[config.mk]
export PLATFORM = sky130hd
export DESIGN_NAME = sound_send4
export DESIGN_NICKNAME = d
export VERILOG_FILES = /design/src/rtl/sound_send4.sv
export SDC_FILE = /design/constraint.sdc
export NUM_CORES = 1
export LEC_CHECK = 0
export ABC_AREA = 1
export CAP_MARGIN = 40
export CORE_ASPECT_RATIO = 1.4
export CORE_MARGIN = 2
export CORE_UTILIZATION = 40
export CTS_BUF_LIST = sky130_fd_sc_hd__clkbuf_16
export DETAILED_ROUTE_END_ITERATION = 10
export PLACE_DENSITY_LB_ADDON = 0.2
export SYNTH_ARGS = -nofsm -noshare
export SYNTH_HDL_FRONTEND = slang
export SYNTH_SLANG_ARGS = --single-unit
[constraint.sdc]
create_clock -name clock -period 1.7 [get_ports clock]
set_input_delay 0.34 -clock clock [delete_from_list [all_inputs] [get_ports clock]]
set_output_delay 0.34 -clock clock [all_outputs]
set_load 0.02 [all_outputs]
[src/rtl/sound_send4.sv]
`default_nettype none
// ============================================================================
// Module   : sound_send4
// Purpose  : Reads a run of bytes from the playback buffer and sends each one
//            as a UART-style frame (start, 8 data LSB first, stop), with bit
//            timing matching the sound_store4 receiver.
// Revision : 1.0 - initial release
// ============================================================================
module sound_send4 #(
  parameter int LENGTH = 48            // bit period is LENGTH+1 clocks, 1..63
) (
  input  logic        clock,
  input  logic        reset,           // asynchronous, active-low
  input  logic        rst,             // synchronous abort, active-high
  input  logic        start,
  input  logic [11:0] byte_count,
  output logic [10:0] rdaddress,
  input  logic [7:0]  q,
  output logic        Tx,
  output logic        busy,
  output logic        done
);

  localparam logic [5:0]  c_LEN       = 6'(LENGTH);
  localparam logic [11:0] c_MAX_BYTES = 12'd2048;

  typedef enum logic [2:0] {
    S_IDLE      = 3'd0,
    S_FETCH     = 3'd1,
    S_LOAD      = 3'd2,
    S_START_BIT = 3'd3,
    S_DATA_BIT  = 3'd4,
    S_STOP_BIT  = 3'd5
  } state_t;

  state_t      r_state,     w_state;
  logic [5:0]  r_bit_len,   w_bit_len;
  logic [2:0]  r_bit_idx,   w_bit_idx;
  logic [7:0]  r_shift,     w_shift;
  logic [11:0] r_remaining, w_remaining;
  logic [10:0] r_rdaddr,    w_rdaddr;
  logic        r_tx,        w_tx;
  logic        r_busy,      w_busy;
  logic        r_done,      w_done;

  // High on the last clock of the current bit period.
  logic w_wrap;
  assign w_wrap = (r_bit_len == c_LEN);

  // State and datapath registers; reset drives the line high immediately.
  always_ff @(posedge clock or negedge reset) begin
    if (!reset) begin
      r_state     <= S_IDLE;
      r_bit_len   <= '0;
      r_bit_idx   <= '0;
      r_shift     <= '0;
      r_remaining <= '0;
      r_rdaddr    <= '0;
      r_tx        <= 1'b1;
      r_busy      <= 1'b0;
      r_done      <= 1'b0;
    end else begin
      r_state     <= w_state;
      r_bit_len   <= w_bit_len;
      r_bit_idx   <= w_bit_idx;
      r_shift     <= w_shift;
      r_remaining <= w_remaining;
      r_rdaddr    <= w_rdaddr;
      r_tx        <= w_tx;
      r_busy      <= w_busy;
      r_done      <= w_done;
    end
  end

  // Next-state and next-output logic; the abort input overrides everything.
  always_comb begin
    w_state     = r_state;
    w_bit_len   = r_bit_len;
    w_bit_idx   = r_bit_idx;
    w_shift     = r_shift;
    w_remaining = r_remaining;
    w_rdaddr    = r_rdaddr;
    w_tx        = r_tx;
    w_busy      = r_busy;
    w_done      = 1'b0;

    if (rst) begin
      w_state     = S_IDLE;
      w_bit_len   = '0;
      w_bit_idx   = '0;
      w_shift     = '0;
      w_remaining = '0;
      w_rdaddr    = '0;
      w_tx        = 1'b1;
      w_busy      = 1'b0;
    end else begin
      case (r_state)
        S_IDLE: begin
          w_tx = 1'b1;
          if (start && (byte_count != 12'd0)) begin
            w_remaining = (byte_count > c_MAX_BYTES) ? c_MAX_BYTES : byte_count;
            w_rdaddr    = '0;
            w_busy      = 1'b1;
            w_state     = S_FETCH;
          end
        end
        // Covers the one-clock read latency of the buffer.
        S_FETCH: begin
          w_state = S_LOAD;
        end
        S_LOAD: begin
          w_shift   = q;
          w_tx      = 1'b0;
          w_bit_len = '0;
          w_state   = S_START_BIT;
        end
        S_START_BIT: begin
          if (w_wrap) begin
            w_bit_len = '0;
            w_tx      = r_shift[0];
            w_bit_idx = '0;
            w_state   = S_DATA_BIT;
          end else begin
            w_bit_len = r_bit_len + 6'd1;
          end
        end
        S_DATA_BIT: begin
          if (w_wrap) begin
            w_bit_len = '0;
            if (r_bit_idx == 3'd7) begin
              w_tx    = 1'b1;
              w_state = S_STOP_BIT;
              // Prefetch the next byte so q is settled long before the stop ends.
              if (r_remaining > 12'd1) begin
                w_rdaddr = r_rdaddr + 11'd1;
              end
            end else begin
              w_shift   = {1'b0, r_shift[7:1]};
              w_tx      = r_shift[1];
              w_bit_idx = r_bit_idx + 3'd1;
            end
          end else begin
            w_bit_len = r_bit_len + 6'd1;
          end
        end
        S_STOP_BIT: begin
          if (w_wrap) begin
            w_bit_len   = '0;
            w_remaining = r_remaining - 12'd1;
            if (r_remaining != 12'd1) begin
              // Next frame follows with no idle gap.
              w_shift = q;
              w_tx    = 1'b0;
              w_state = S_START_BIT;
            end else begin
              w_done   = 1'b1;
              w_busy   = 1'b0;
              w_rdaddr = '0;
              w_state  = S_IDLE;
            end
          end else begin
            w_bit_len = r_bit_len + 6'd1;
          end
        end
        default: begin
          w_state = S_IDLE;
          w_tx    = 1'b1;
          w_busy  = 1'b0;
        end
      endcase
    end
  end

  assign rdaddress = r_rdaddr;
  assign Tx        = r_tx;
  assign busy      = r_busy;
  assign done      = r_done;

endmodule
`default_nettype wire

==> summary.txt, run 1 <==
Run
  – Number of violations of the max-capacitance limit: 0

Timing
  – Maximum clock frequency: ~600 MHz
  – Worst hold margin: -10.8 ps
  – Total negative setup slack: 0 ps
  – Setup repair after global routing missed its margin: true
  – Headroom to the max-slew limit: 0.699
  – Worst clock skew: between 10 and 15 ps
  – Final Critical Period: around 1700 ps
  – Fin. Hold Viols: 16
  – Slew @ Worst Pin: around 450 ps
  – Fin crit share: 0.976
  – Final slew viol count: 0
  – Final Setup Violations: 0

Critical path
  – CP max FO: 4
  – Worst setup path startpoint: rdaddress[0]$_DFFE_PN0P_
  – Slowest stage cell, crit path: sky130_fd_sc_hd__clkdlybuf4s50_1
  – Required time worst endpoint: around 1400 ps
  – FF-to-FF setup slack: 60 ps
  – Endpoint of the lowest-slack register-to-register path: rdaddress[1]$_DFFE_PN0P_
  – CP Class: flop to primary output
  – Worst R2R Path Depth: 9
  – Critical Path Source Type: flop
  – Slowest stage delay, CP: roughly 620 ps
  – Endpoint type of the worst setup path: primary output
  – CP delay by family, top: buffers and inverters
  – CP cell instances: clkdlybuf4s50_1
  – Arrival time of data at the critical path endpoint: about 1300 ps
  – Levels on crit path: 1
  – End point of the critical path: rdaddress[0]
  – Reg2Reg Launch Point: r_state[1]$_DFFE_PN0P_
  – Number of buffers and inverters on the critical path: 1

Final layout
  – Commonest cells after routing, fill and taps aside: 135 x sky130_fd_sc_hd__nand2_1, 56 x sky130_fd_sc_hd__buf_4, 49 x sky130_fd_sc_hd__inv_1
  – Share of post-route cells with drive strength above 1: 0.225
  – Layout Area Growth over Synthesis: 37.1%
  – Number of fill cells: 747
  – Multi-input logic area: roughly 1900 µm²
  – Final layout net count: 591
  – Leading cell type in the layout, fill and taps excluded: sky130_fd_sc_hd__nand2_1
  – Storage element area: ~1200 µm²
  – Antenna diodes: 0

Global route
  – GRT Total Usage: 0.206
  – Largest net degree at the start of global routing: 30
  – Number of antenna violations at the first check in global routing: 0
  – Via count of the first global-routing pass: between 3000 and 4000
  – Wire length of the first global-routing pass: roughly 15000 µm
  – Overall overflow remaining after global route: 0

Synthesis
  – Post-synth top flop: sky130_fd_sc_hd__dfrtp_1
  – Synth Register Bits: 46
  – Mean instance size in the synthesized netlist: around 6.9 µm²
  – Largest cells by area after synthesis: sky130_fd_sc_hd__dfrtp_1 35%, sky130_fd_sc_hd__nand2_1 16%, sky130_fd_sc_hd__inv_1 5.7%
  – Number of nets in the synthesized netlist: 500
  – Proportion of netlist area held by the largest area contributor: 0.348
  – Instance count of the mapped netlist: 469
  – Share of async-settable or async-resettable flops after synthesis: 1.00
  – Share of the yosys chip area belonging to registers: 0.356
  – Count of unique library cells instantiated by Yosys: 37
  – Library cell with the largest summed area after synthesis: sky130_fd_sc_hd__dfrtp_1
  – Number of enable flip-flop cells after synthesis: 0
  – Post-synthesis instance area: around 3200 µm²
  – Warnings, synthesis: 0

CTS
  – Clock-pin slew reported for the worst setup and hold paths after clock tree synthesis: roughly 70 ps
  – Clock tree buffer depth: 2
  – Clock Tree Root: sky130_fd_sc_hd__clkbuf_16
  – Deepest level of the CTS H-tree: 2
  – Clock tree from TritonCTS: yes
  – Worst-skew pair later-pin latency: ~290 ps
  – Clk sinks: 46
  – Clock buffer count from CTS: 5

Route
  – DRC violations left: 0
  – Residual antenna-violating net count after detailed routing: 0
  – Via count: roughly 3400
  – Via density: around 5.1
  – 1st-iter DRT viols: roughly 130
  – Final Routed Wirelength: approximately 9000 µm
  – Post-DR wirelength/cell: 13.6 µm
  – 1st-pass router iterations: 4

Power
  – Switching power: around 1.9 mW
  – Share of power burned in the clock network: 0.203
  – Sequential group share of total power: 0.310
  – Leakage power total: ~2.3 nW
  – Switching power share of the total: 0.406
  – Power after layout: approximately 4.6 mW
  – Internal cell power: ~2.7 mW
  – Portion of total power attributed to combinational logic: 0.486
  – Power per standard cell area: between 1000 and 1500 nW/µm²
  – Maximum resistive drop on vdd: roughly 0.46 mV

Floorplan
  – Die footprint: ~8800 µm²
  – Horiz. Die Dim: 80.1 µm
  – Area of the core: 7800 µm²
  – Height of the chip: ~110 µm
  – Number of placement rows: 38
  – Count of boundary I/O pins: 38
  – Initial standard-cell utilization of the core: 0.415

Status
  – Failing checks: hold timing
  – Outcome: complete, but fails checks

Placed design
  – Routability congestion estimate from global placement: a little under 0.9
  – HPWL Detailed: 6390 µm
  – Port Buffers: 37

Hold path
  – Hold/Removal Path Class: primary input to asynchronous set/reset pin
## layer usage
layer  routed length (µm)  part of all wire  global-route usage  vias up
met5                    0                 0                   0        -
li1                     -                 -                   -     1722
met1                 3710              0.41               0.250     1583
met4                  291             0.032              0.0825        0
met3                  268             0.030              0.0294       23
met2                 4710              0.52               0.359       63
## final cells by class
type	count	share of cell area
repair buffers	100	0.201
inverters	56	0.0479
clock inverters	2	0.00169
clock buffers	5	0.0282
flip-flops and latches	46	0.260
well taps	100	0.0282
multi-input cells	351	0.433
## power by group through the flow
stage          clock network, mW  registers [mW]  logic (mW)
2_1_floorplan                  0            1.43        1.18
3_3_place_gp                   0            1.42        1.89
3_5_place_dp                   0            1.43        1.91
4_1_cts                    0.949            1.41        1.94
5_1_grt                    0.985            1.44        2.46
6_report                   0.933            1.42        2.23
## worst min-delay path by stage
stage,start,to,slack [ps],cells past startpoint
floorplan,reset,busy$_DFFE_PN0P_,40,0
global placement,reset,r_bit_len[2]$_DFFE_PN0P_,320,1
detailed placement,reset,r_bit_len[2]$_DFFE_PN0P_,320,1
CTS,reset,r_bit_len[4]$_DFFE_PN0P_,7,1
global route,reset,r_bit_len[4]$_DFFE_PN0P_,30,1
finish,reset,r_bit_len[4]$_DFFE_PN0P_,-10,1
## cells by family (layout without fill, tap and decap cells)
family | count (synthesis) | in the layout | share of synthesized area
AND/OR/NAND/NOR | 269 | 270 | 0.375
buffers and inverters | 73 | 163 | 0.0950
AO/OA/AOI/OAI | 67 | 67 | 0.129
flip-flops | 46 | 46 | 0.356
adder cells (fa/ha/maj) | 7 | 7 | 0.0270
XOR/XNOR | 7 | 7 | 0.0189
## synth_stat cells, types with 2 or more instances
library cell / count
sky130_fd_sc_hd__nand2_1: 140
sky130_fd_sc_hd__inv_1: 49
sky130_fd_sc_hd__nor2_1: 48
sky130_fd_sc_hd__dfrtp_1: 45
sky130_fd_sc_hd__nand3_1: 36
sky130_fd_sc_hd__nand4_1: 25
sky130_fd_sc_hd__o21ai_0: 21
sky130_fd_sc_hd__o21bai_1: 12
sky130_fd_sc_hd__a21oi_1: 10
sky130_fd_sc_hd__buf_2: 9
sky130_fd_sc_hd__o21ai_1: 8
sky130_fd_sc_hd__ha_1: 7
sky130_fd_sc_hd__inv_2: 7
sky130_fd_sc_hd__xor2_1: 6
sky130_fd_sc_hd__nand3_2: 5
sky130_fd_sc_hd__buf_4: 4
sky130_fd_sc_hd__nand2_2: 4
sky130_fd_sc_hd__nor3_1: 4
sky130_fd_sc_hd__o22ai_1: 4
sky130_fd_sc_hd__a22oi_1: 3
sky130_fd_sc_hd__a21oi_2: 2
sky130_fd_sc_hd__a31oi_1: 2
sky130_fd_sc_hd__clkbuf_1: 2
sky130_fd_sc_hd__nand3_4: 2
sky130_fd_sc_hd__nor2_2: 2
## state kept, by name, indices dropped and copies added (netlist names)
signal / flops
r_shift: 8
busy: 1
r_state: 3
r_bit_len: 6
Tx: 1
rdaddress: 11
r_remaining: 12
r_bit_idx: 3
done: 1
## through the flow
stage                     instances  utilization  hold WS (ps)  instance area, µm²  setup slack, ps
after floorplan                 469            -          44.4                3240              160
after global placement          642        0.520           320                4060             -307
after detailed placement        642        0.520           317                4060             -331
after CTS                       649        0.539          7.04                4200            -6.83
after global routing            660        0.570          30.0                4440            -59.1
final                           660        0.570         -10.8                4440             40.6
## timing repair
| item | CTS | global route |
|---|---|---|
| cloned | 0 | 2 |
| setup endpoints to repair | 15 | 48 |
| setup buffers | 0 | 9 |
| resized for setup | 7 | 48 |
| hold endpoints to repair | 0 | 0 |
| pin swaps | 0 | 13 |
| hold buffers | 0 | 0 |
(Power assumes the default switching activity.)
==> inputs of run 2 (changes only) <==
--- a/config.mk
+++ b/config.mk
@@ -11,6 +11,7 @@
 export CORE_MARGIN = 2
 export CORE_UTILIZATION = 40
 export CTS_BUF_LIST = sky130_fd_sc_hd__clkbuf_16
+export CTS_CLUSTER_SIZE = 10
 export DETAILED_ROUTE_END_ITERATION = 10
 export PLACE_DENSITY_LB_ADDON = 0.2
 export SYNTH_ARGS = -nofsm -noshare
==> constraint.sdc (replaced) <==
create_clock -name clock -period 1.7 [get_ports clock]
set_input_delay 0.34 -clock clock [delete_from_list [all_inputs] [get_ports clock]]
set_output_delay 0.34 -clock clock [all_outputs]
set_load 0.01 [all_outputs]
==> run 2 against run 1 <==
Die area unchanged. Critical path type is now flop to flop. Sequential power about the same. Clock power up 0.5%. Global-route usage about the same. Critical endpoint is now rdaddress[7]$_DFFE_PN0P_. The flow still finishes with violations (hold timing). Design area up 0.11%. Setup slack worse by 2.9 ps. Critical path depth up 9. Core utilization up 0.064 points. Non-clock buffer count unchanged.
==> summary.txt, run 2 (same netlist as run 1, synthesis figures left out) <==
Status
  – Outcome: complete, but fails checks
  – Failing checks: hold timing

Power
  – Power after layout: 4.56 mW (-0.52%)
  – Maximum resistive drop on vdd: 0.489 mV (+6.5%)
  – Leakage power total: 2.23 nW (-4.9%)
  – Power per standard cell area: 1030 nW/µm² (-0.63%)

Route
  – 1st-iter DRT viols: 162 (+26%)
  – Post-DR wirelength/cell: 13.8 µm (+1.1%)
  – Via density: 5.13 (-0.18%)
  – Residual antenna-violating net count after detailed routing: 0 (unchanged)
  – Final Routed Wirelength: 9080 µm (+1.1%)
  – Via count: 3385 (-0.18%)
  – 1st-pass router iterations: 4 (unchanged)
  – DRC violations left: 0 (unchanged)

Timing
  – Worst hold margin: -14.1 ps (-3.30 ps)
  – Setup repair after global routing missed its margin: true
  – Slew @ Worst Pin: 449 ps (-3.44 ps)
  – Fin crit share: 0.978 (+0.00170)
  – Worst clock skew: 10.3 ps (-0.271 ps)
  – Maximum clock frequency: 602 MHz (-0.17%)
  – Final Critical Period: 1660 ps (+2.89 ps)
  – Fin. Hold Viols: 16 (unchanged)
  – Final slew viol count: 0 (unchanged)
  – Final Setup Violations: 0 (unchanged)
  – Headroom to the max-slew limit: 0.701 (+0.00229)

Critical path
  – Slowest stage cell, crit path: sky130_fd_sc_hd__dfrtp_1
  – Endpoint type of the worst setup path: flop
  – Critical Path Source Type: flop
  – Library cell appearing most often on the critical path: sky130_fd_sc_hd__nor2_2
  – Arrival time of data at the critical path endpoint: 1890 ps (+570 ps)
  – CP Class: flop to flop
  – CP max FO: 5 (+1)
  – CP cell instances: ha_2 -> nand2_2 -> nor2_2 -> buf_4 -> nor2_2 -> nor2_1 -> nor2_2 -> buf_4 -> nand4_1 -> nand2_1
  – Number of buffers and inverters on the critical path: 2 (+1)
  – Required time worst endpoint: 1930 ps (+570 ps)
  – Slowest stage delay, CP: 420 ps (-200 ps)
  – CP delay by family, top: simple AND/OR/NAND/NOR gates

CTS
  – Clock buffer count from CTS: 5 (unchanged)
  – Hold-fix buffer count after cts: 0 (unchanged)
  – Worst-skew pair later-pin latency: 290 ps (about the same)
  – Clock Tree Root: sky130_fd_sc_hd__clkbuf_16
  – Clock tree from TritonCTS: yes
  – Clk sinks: 46 (unchanged)
  – Deepest level of the CTS H-tree: 2 (unchanged)
  – Clock-pin slew reported for the worst setup and hold paths after clock tree synthesis: 60 ps (about the same)
  – Clock tree buffer depth: 2 (unchanged)

Global route
  – GRT Total Usage: 0.206 (about the same)
  – Overall overflow remaining after global route: 0 (unchanged)
  – Wire length of the first global-routing pass: 14800 µm (about the same)
  – Via count of the first global-routing pass: 3242 (-0.092%)
  – Number of antenna violations at the first check in global routing: 0 (unchanged)
  – Largest net degree at the start of global routing: 30 (unchanged)

Final layout
  – Utilization of the core after routing: 0.570 (+0.000641)
  – Commonest cells after routing, fill and taps aside: 135 x sky130_fd_sc_hd__nand2_1, 57 x sky130_fd_sc_hd__buf_4, 49 x sky130_fd_sc_hd__inv_1
  – Number of fill cells: 742 (-0.67%)
  – Largest register FFs: 12 (unchanged)
  – Largest Register: r_remaining
  – Final layout net count: 591 (unchanged)
  – Share of post-route cells with drive strength above 1: 0.225 (unchanged)
  – Antenna diodes: 0 (unchanged)
  – Layout Area Growth over Synthesis: 37.3%
  – Multi-input logic area: 1940 µm² (+0.72%)
  – Final Non-Filler Cells: 660 (unchanged)
  – Leading cell type in the layout, fill and taps excluded: sky130_fd_sc_hd__nand2_1
  – Storage element area: 1160 µm² (+0.11%)

Hold path
  – Hold/Removal Path Class: primary input to asynchronous set/reset pin

Floorplan
  – Initial standard-cell utilization of the core: 0.415 (unchanged)
  – Area of the core: 7800 µm² (unchanged)
  – Number of placement rows: 38 (unchanged)
  – Horiz. Die Dim: 80.1 µm (unchanged)
  – Count of boundary I/O pins: 38 (unchanged)
  – Die footprint: 8840 µm² (unchanged)
  – Height of the chip: 110 µm (unchanged)

Placed design
  – Port Buffers: 37 (unchanged)
  – Cell count after placement: 642 (unchanged)
  – HPWL Detailed: 6390 µm (unchanged)
  – Routability congestion estimate from global placement: 0.871 (unchanged)

Run
  – Number of violations of the max-capacitance limit: 0 (unchanged)
## run 2: changes by cell type in the layout (fill, tap and decap cells not counted), moves of 2 or more
cell / previous run / this run
sky130_fd_sc_hd__clkdlybuf4s50_1: 27 / 34
sky130_fd_sc_hd__nand3_4: 4 / 6
sky130_fd_sc_hd__dlymetal6s2s_1: 6 / 2
sky130_fd_sc_hd__nand3_2: 6 / 3
sky130_fd_sc_hd__o21ai_1: 7 / 9
sky130_fd_sc_hd__o21ai_0: 21 / 19
sky130_fd_sc_hd__dlygate4sd2_1: 3 / 0
## run 2: cell type report
type,instances,area share
inverters,56,0.0478
clock buffers,5,0.0281
clock inverters,2,0.00169
multi-input cells,351,0.436
repair buffers,100,0.199
flip-flops and latches,46,0.260
well taps,100,0.0281
## run 2: stage by stage
step	setup slack (ps)	setup TNS [ps]	cell area, µm²
floorplan	160	0	3240
global placement	-307	-9450	4060
detailed placement	-331	-10060	4060
CTS	-6.83	-6.83	4210
global route	-38.5	-363	4450
finish	37.7	0	4450
## run 2: where the power goes
group	leakage [nW]	total [mW]	internal [mW]	switching, mW
sequential	0.617	1.42	1.27	0.151
clock	0.0723	0.938	0.527	0.411
combinational	1.54	2.20	0.918	1.29
total	2.23	4.56	2.72	1.85
## run 2: timing repair
item	4_1_cts	5_1_grt
buffers inserted	0	9
endpoints found under the setup margin	12	45
pin swaps	0	11
gates cloned	0	2
gates resized for setup	4	47
## run 2: worst paths after layout
| path | depth (start not counted) | end | startpoint | slack, ps |
|---|---|---|---|---|
| worst max register to register | 10 | rdaddress[7]$_DFFE_PN0P_ | r_remaining[0]$_DFFE_PN0P_ | 40 |
| max in group asynchronous | 2 | r_state[0]$_DFFE_PN0P_ | reset | 1180 |
| worst max-delay path | 10 | rdaddress[7]$_DFFE_PN0P_ | r_remaining[0]$_DFFE_PN0P_ | 40 |
| min in group clock | 2 | r_shift[4]$_DFFE_PN0P_ | r_shift[4]$_DFFE_PN0P_ | 470 |
| worst min-delay path | 1 | r_bit_len[4]$_DFFE_PN0P_ | reset | -10 |
| worst min register to register | 2 | r_shift[4]$_DFFE_PN0P_ | r_shift[4]$_DFFE_PN0P_ | 470 |
## run 2: worst reg2reg max path, cell delays in order, from the launching register on
cell and delay [ps]:
sky130_fd_sc_hd__dfrtp_1 420, sky130_fd_sc_hd__ha_2 200, sky130_fd_sc_hd__nand2_2 80, sky130_fd_sc_hd__nor2_2 50, sky130_fd_sc_hd__buf_4 130, sky130_fd_sc_hd__nor2_2 80, sky130_fd_sc_hd__nor2_1 50, sky130_fd_sc_hd__nor2_2 220
sky130_fd_sc_hd__buf_4 190, sky130_fd_sc_hd__nand4_1 80, sky130_fd_sc_hd__nand2_1 100
## run 2: routing by layer
metal | share of wire | vias up | track usage
met4 | 0.026 | 0 | 0.0825
met1 | 0.41 | 1588 | 0.250
li1 | - | 1721 | -
met3 | 0.029 | 18 | 0.0294
met2 | 0.53 | 58 | 0.358
met5 | 0 | - | 0
==> inputs of run 3 (changes only) <==
--- a/config.mk
+++ b/config.mk
@@ -7,8 +7,7 @@
 export LEC_CHECK = 0
 export ABC_AREA = 1
 export CAP_MARGIN = 40
-export CORE_ASPECT_RATIO = 1.4
-export CORE_MARGIN = 2
+export CORE_ASPECT_RATIO = 0.9
 export CORE_UTILIZATION = 40
 export CTS_BUF_LIST = sky130_fd_sc_hd__clkbuf_16
 export CTS_CLUSTER_SIZE = 10
==> constraint.sdc (replaced) <==
create_clock -name clock -period 1.7 [get_ports clock]
set_input_delay 0.425 -clock clock [delete_from_list [all_inputs] [get_ports clock]]
set_output_delay 0.425 -clock clock [all_outputs]
set_load 0.01 [all_outputs]
==> run 3 against run 2 <==
Maximum frequency shrank 2.8%. Routed wire length rose by 4.2%. Global-route usage increased by 1.2 points. Hold slack improved by 110 ps. Largest cell class unchanged. Register-to-register slack lost 50 ps. The run ends with setup timing left. Flip-flop and latch count did not move. Via count up 4.2%. Combinational power increased by 6%. Sequential power about the same. Die area shrank 4.3%. Highest routed layer unchanged.
==> summary.txt, run 3 (same netlist as run 1, synthesis figures left out) <==
Placed design
  – Port Buffers: 37 (unchanged)
  – HPWL Detailed: 6480 µm (+1.5%)
  – Routability congestion estimate from global placement: 0.880 (+1.0%)
  – Worst-case setup slack after placement: -600 ps (-269 ps)
  – Cell count after placement: 643 (+0.16%)

Critical path
  – Worst R2R Path Depth: 8 (-2)
  – Reg2Reg Launch Point: r_bit_len[3]$_DFFE_PN0P_
  – Critical Path Source Type: flop
  – FF-to-FF setup slack: -10 ps (-50 ps)
  – Required time worst endpoint: 1870 ps (-60 ps)
  – Endpoint of the lowest-slack register-to-register path: rdaddress[6]$_DFFE_PN0P_
  – Endpoint type of the worst setup path: flop
  – CP Class: flop to flop
  – CP max FO: 5 (unchanged)
  – Arrival time of data at the critical path endpoint: 1880 ps (about the same)

Floorplan
  – Area of the core: 7690 µm² (-1.3%)
  – Number of placement rows: 30 (-21%)
  – Die footprint: 8460 µm² (-4.3%)
  – Height of the chip: 87.4 µm (-21%)
  – Horiz. Die Dim: 96.9 µm (+21%)
  – Initial standard-cell utilization of the core: 0.421 (+0.00554)
  – Count of boundary I/O pins: 38 (unchanged)

Power
  – Leakage power total: 2.44 nW (+9.3%)
  – Maximum resistive drop on vdd: 0.467 mV (-4.4%)
  – Power per standard cell area: 1020 nW/µm² (-0.80%)
  – Switching power share of the total: 0.404 (-0.00106)
  – Portion of total power attributed to combinational logic: 0.496 (+0.013)
  – Sequential group share of total power: 0.303 (-0.009)
  – Switching power: 1.90 mW (+2.8%)
  – Share of power burned in the clock network: 0.201 (-0.004)
  – Power after layout: 4.71 mW (+3.1%)
  – Internal cell power: 2.81 mW (+3.3%)

Global route
  – GRT Total Usage: 0.218 (+0.0122)
  – Wire length of the first global-routing pass: 14900 µm (+1.1%)
  – GR Layer Usage met2: 0.350 (-0.00814)
  – Overall overflow remaining after global route: 0 (unchanged)
  – Grt peak-use layer: met2
  – Met3 layer usage reported by global route: 0.0377 (+0.00831)
  – Via count of the first global-routing pass: 3142 (-3.1%)
  – Number of antenna violations at the first check in global routing: 0 (unchanged)
  – Met1 routing resource usage after global routing: 0.307 (+0.0570)
  – Largest net degree at the start of global routing: 22 (-27%)

Final layout
  – Commonest cells after routing, fill and taps aside: 134 x sky130_fd_sc_hd__nand2_1, 69 x sky130_fd_sc_hd__buf_4, 49 x sky130_fd_sc_hd__inv_1
  – Storage element area: 1160 µm² (+0.32%)
  – Largest Register: r_remaining
  – Largest register FFs: 12 (unchanged)
  – Number of fill cells: 701 (-5.5%)
  – Layout Area Growth over Synthesis: 42.6%
  – Leading cell type in the layout, fill and taps excluded: sky130_fd_sc_hd__nand2_1
  – Final layout net count: 605 (+2.4%)
  – Antenna diodes: 0 (unchanged)
  – Final Non-Filler Cells: 671 (+1.7%)
  – Share of post-route cells with drive strength above 1: 0.249 (+0.0237)
  – Multi-input logic area: 1980 µm² (+2.0%)

CTS
  – Clk sinks: 46 (unchanged)
  – Clock Tree Root: sky130_fd_sc_hd__clkbuf_16
  – Clock buffer count from CTS: 5 (unchanged)
  – Hold-fix buffer count after cts: 0 (unchanged)
  – Clock tree buffer depth: 2 (unchanged)
  – Clock-pin slew reported for the worst setup and hold paths after clock tree synthesis: 70 ps (about the same)
  – Deepest level of the CTS H-tree: 2 (unchanged)
  – Clock tree from TritonCTS: yes
  – Worst-skew pair later-pin latency: 290 ps (about the same)

Timing
  – Final Setup Violations: 1 (+1)
  – Minimum setup slack in the final design: -10.9 ps (-48.6 ps)
  – Slew @ Worst Pin: 499 ps (+50.1 ps)
  – Fin. Hold Viols: 0 (-16)
  – Worst clock skew: 7.54 ps (-2.75 ps)
  – Final slew viol count: 0 (unchanged)
  – Final Critical Period: 1710 ps (+48.6 ps)
  – Maximum clock frequency: 584 MHz (-2.8%)
  – Fin crit share: 1.01 (+0.0286)
  – Headroom to the max-slew limit: 0.668 (-0.0334)

Route
  – Residual antenna-violating net count after detailed routing: 0 (unchanged)
  – Final Routed Wirelength: 9470 µm (+4.2%)
  – 1st-pass router iterations: 5 (+1)
  – 1st-iter DRT viols: 246 (+52%)
  – DRC violations left: 0 (unchanged)
  – Via density: 5.26 (+2.5%)
  – Via count: 3527 (+4.2%)
  – Post-DR wirelength/cell: 14.1 µm (+2.5%)

Hold path
  – Hold/Removal Path Class: primary input to asynchronous set/reset pin

Status
  – Failing checks: setup timing
  – Outcome: complete, but fails checks

Run
  – Number of violations of the max-capacitance limit: 0 (unchanged)
[run 3: changes by cell type in the layout (fill, tap and decap cells not counted), moves of 3 or more]
cell and delta:
sky130_fd_sc_hd__buf_4 +12, sky130_fd_sc_hd__clkdlybuf4s50_1 -12, sky130_fd_sc_hd__dlymetal6s2s_1 +10, sky130_fd_sc_hd__dfrtp_1 -3
sky130_fd_sc_hd__dfrtp_2 +3, sky130_fd_sc_hd__ha_2 -3
[run 3: through the flow]
stage	setup TNS (ps)	hold WS (ps)	cell area, µm²	utilization
3_5_place_dp	-16370	422	4080	0.530
6_report	-10.9	97.8	4620	0.600
5_1_grt	-738	136	4620	0.600
3_3_place_gp	-14110	412	4080	0.530
2_1_floorplan	0	129	3240	-
4_1_cts	0	116	4300	0.559
[run 3: worst max path at each step]
stage | startpoint | end | slack (ps)
after floorplan | r_bit_idx[0]$_DFFE_PN0P_ | rdaddress[1]$_DFFE_PN0P_ | 160
after global placement | rst | rdaddress[4]$_DFFE_PN0P_ | -520
after detailed placement | rst | rdaddress[2]$_DFFE_PN0P_ | -600
after CTS | rdaddress[7]$_DFFE_PN0P_ | rdaddress[7] | 1
after global routing | r_bit_idx[0]$_DFFE_PN0P_ | r_state[2]$_DFFE_PN0P_ | -70
final | r_bit_len[3]$_DFFE_PN0P_ | rdaddress[6]$_DFFE_PN0P_ | -10
[run 3: what timing repair did]
item | 4_1_cts | 5_1_grt
setup endpoints to repair | 29 | 43
gates cloned | 0 | 3
pin swaps | 3 | 24
gates resized for setup | 18 | 53
setup buffers | 4 | 13
[run 3: worst max-delay path: stages (launching register included)]
cell and delay [ps]:
sky130_fd_sc_hd__dfrtp_1 410, sky130_fd_sc_hd__nor2_1 170, sky130_fd_sc_hd__nand3_2 180, sky130_fd_sc_hd__buf_6 170, sky130_fd_sc_hd__o21ai_2 140, sky130_fd_sc_hd__nand3_2 130, sky130_fd_sc_hd__buf_4 180, sky130_fd_sc_hd__o21bai_1 130
sky130_fd_sc_hd__nand2_1 70
[run 3: cell type report]
type / count / area share
Inverter: 56 / 0.0466
Multi-Input combinational cell: 352 / 0.428
Clock inverter: 3 / 0.00298
Tap cell: 96 / 0.0260
Timing Repair Buffer: 113 / 0.219
Clock buffer: 5 / 0.0271
Sequential cell: 46 / 0.251
[run 3: layer usage]
layer	wire, µm	part of all wire	vias up
li1	-	-	1743
met1	4310	0.46	1645
met2	4430	0.47	129
met3	623	0.066	10
met4	99	0.010	0
met5	0	0	-
[run 3: power by group through the flow]
stage / logic, mW / registers (mW) / clock network [mW]
floorplan: 1.18 / 1.41 / 0
global route: 2.57 / 1.44 / 1.02
detailed placement: 1.93 / 1.42 / 0
finish: 2.33 / 1.43 / 0.946
CTS: 2.01 / 1.42 / 0.974
global placement: 1.89 / 1.42 / 0
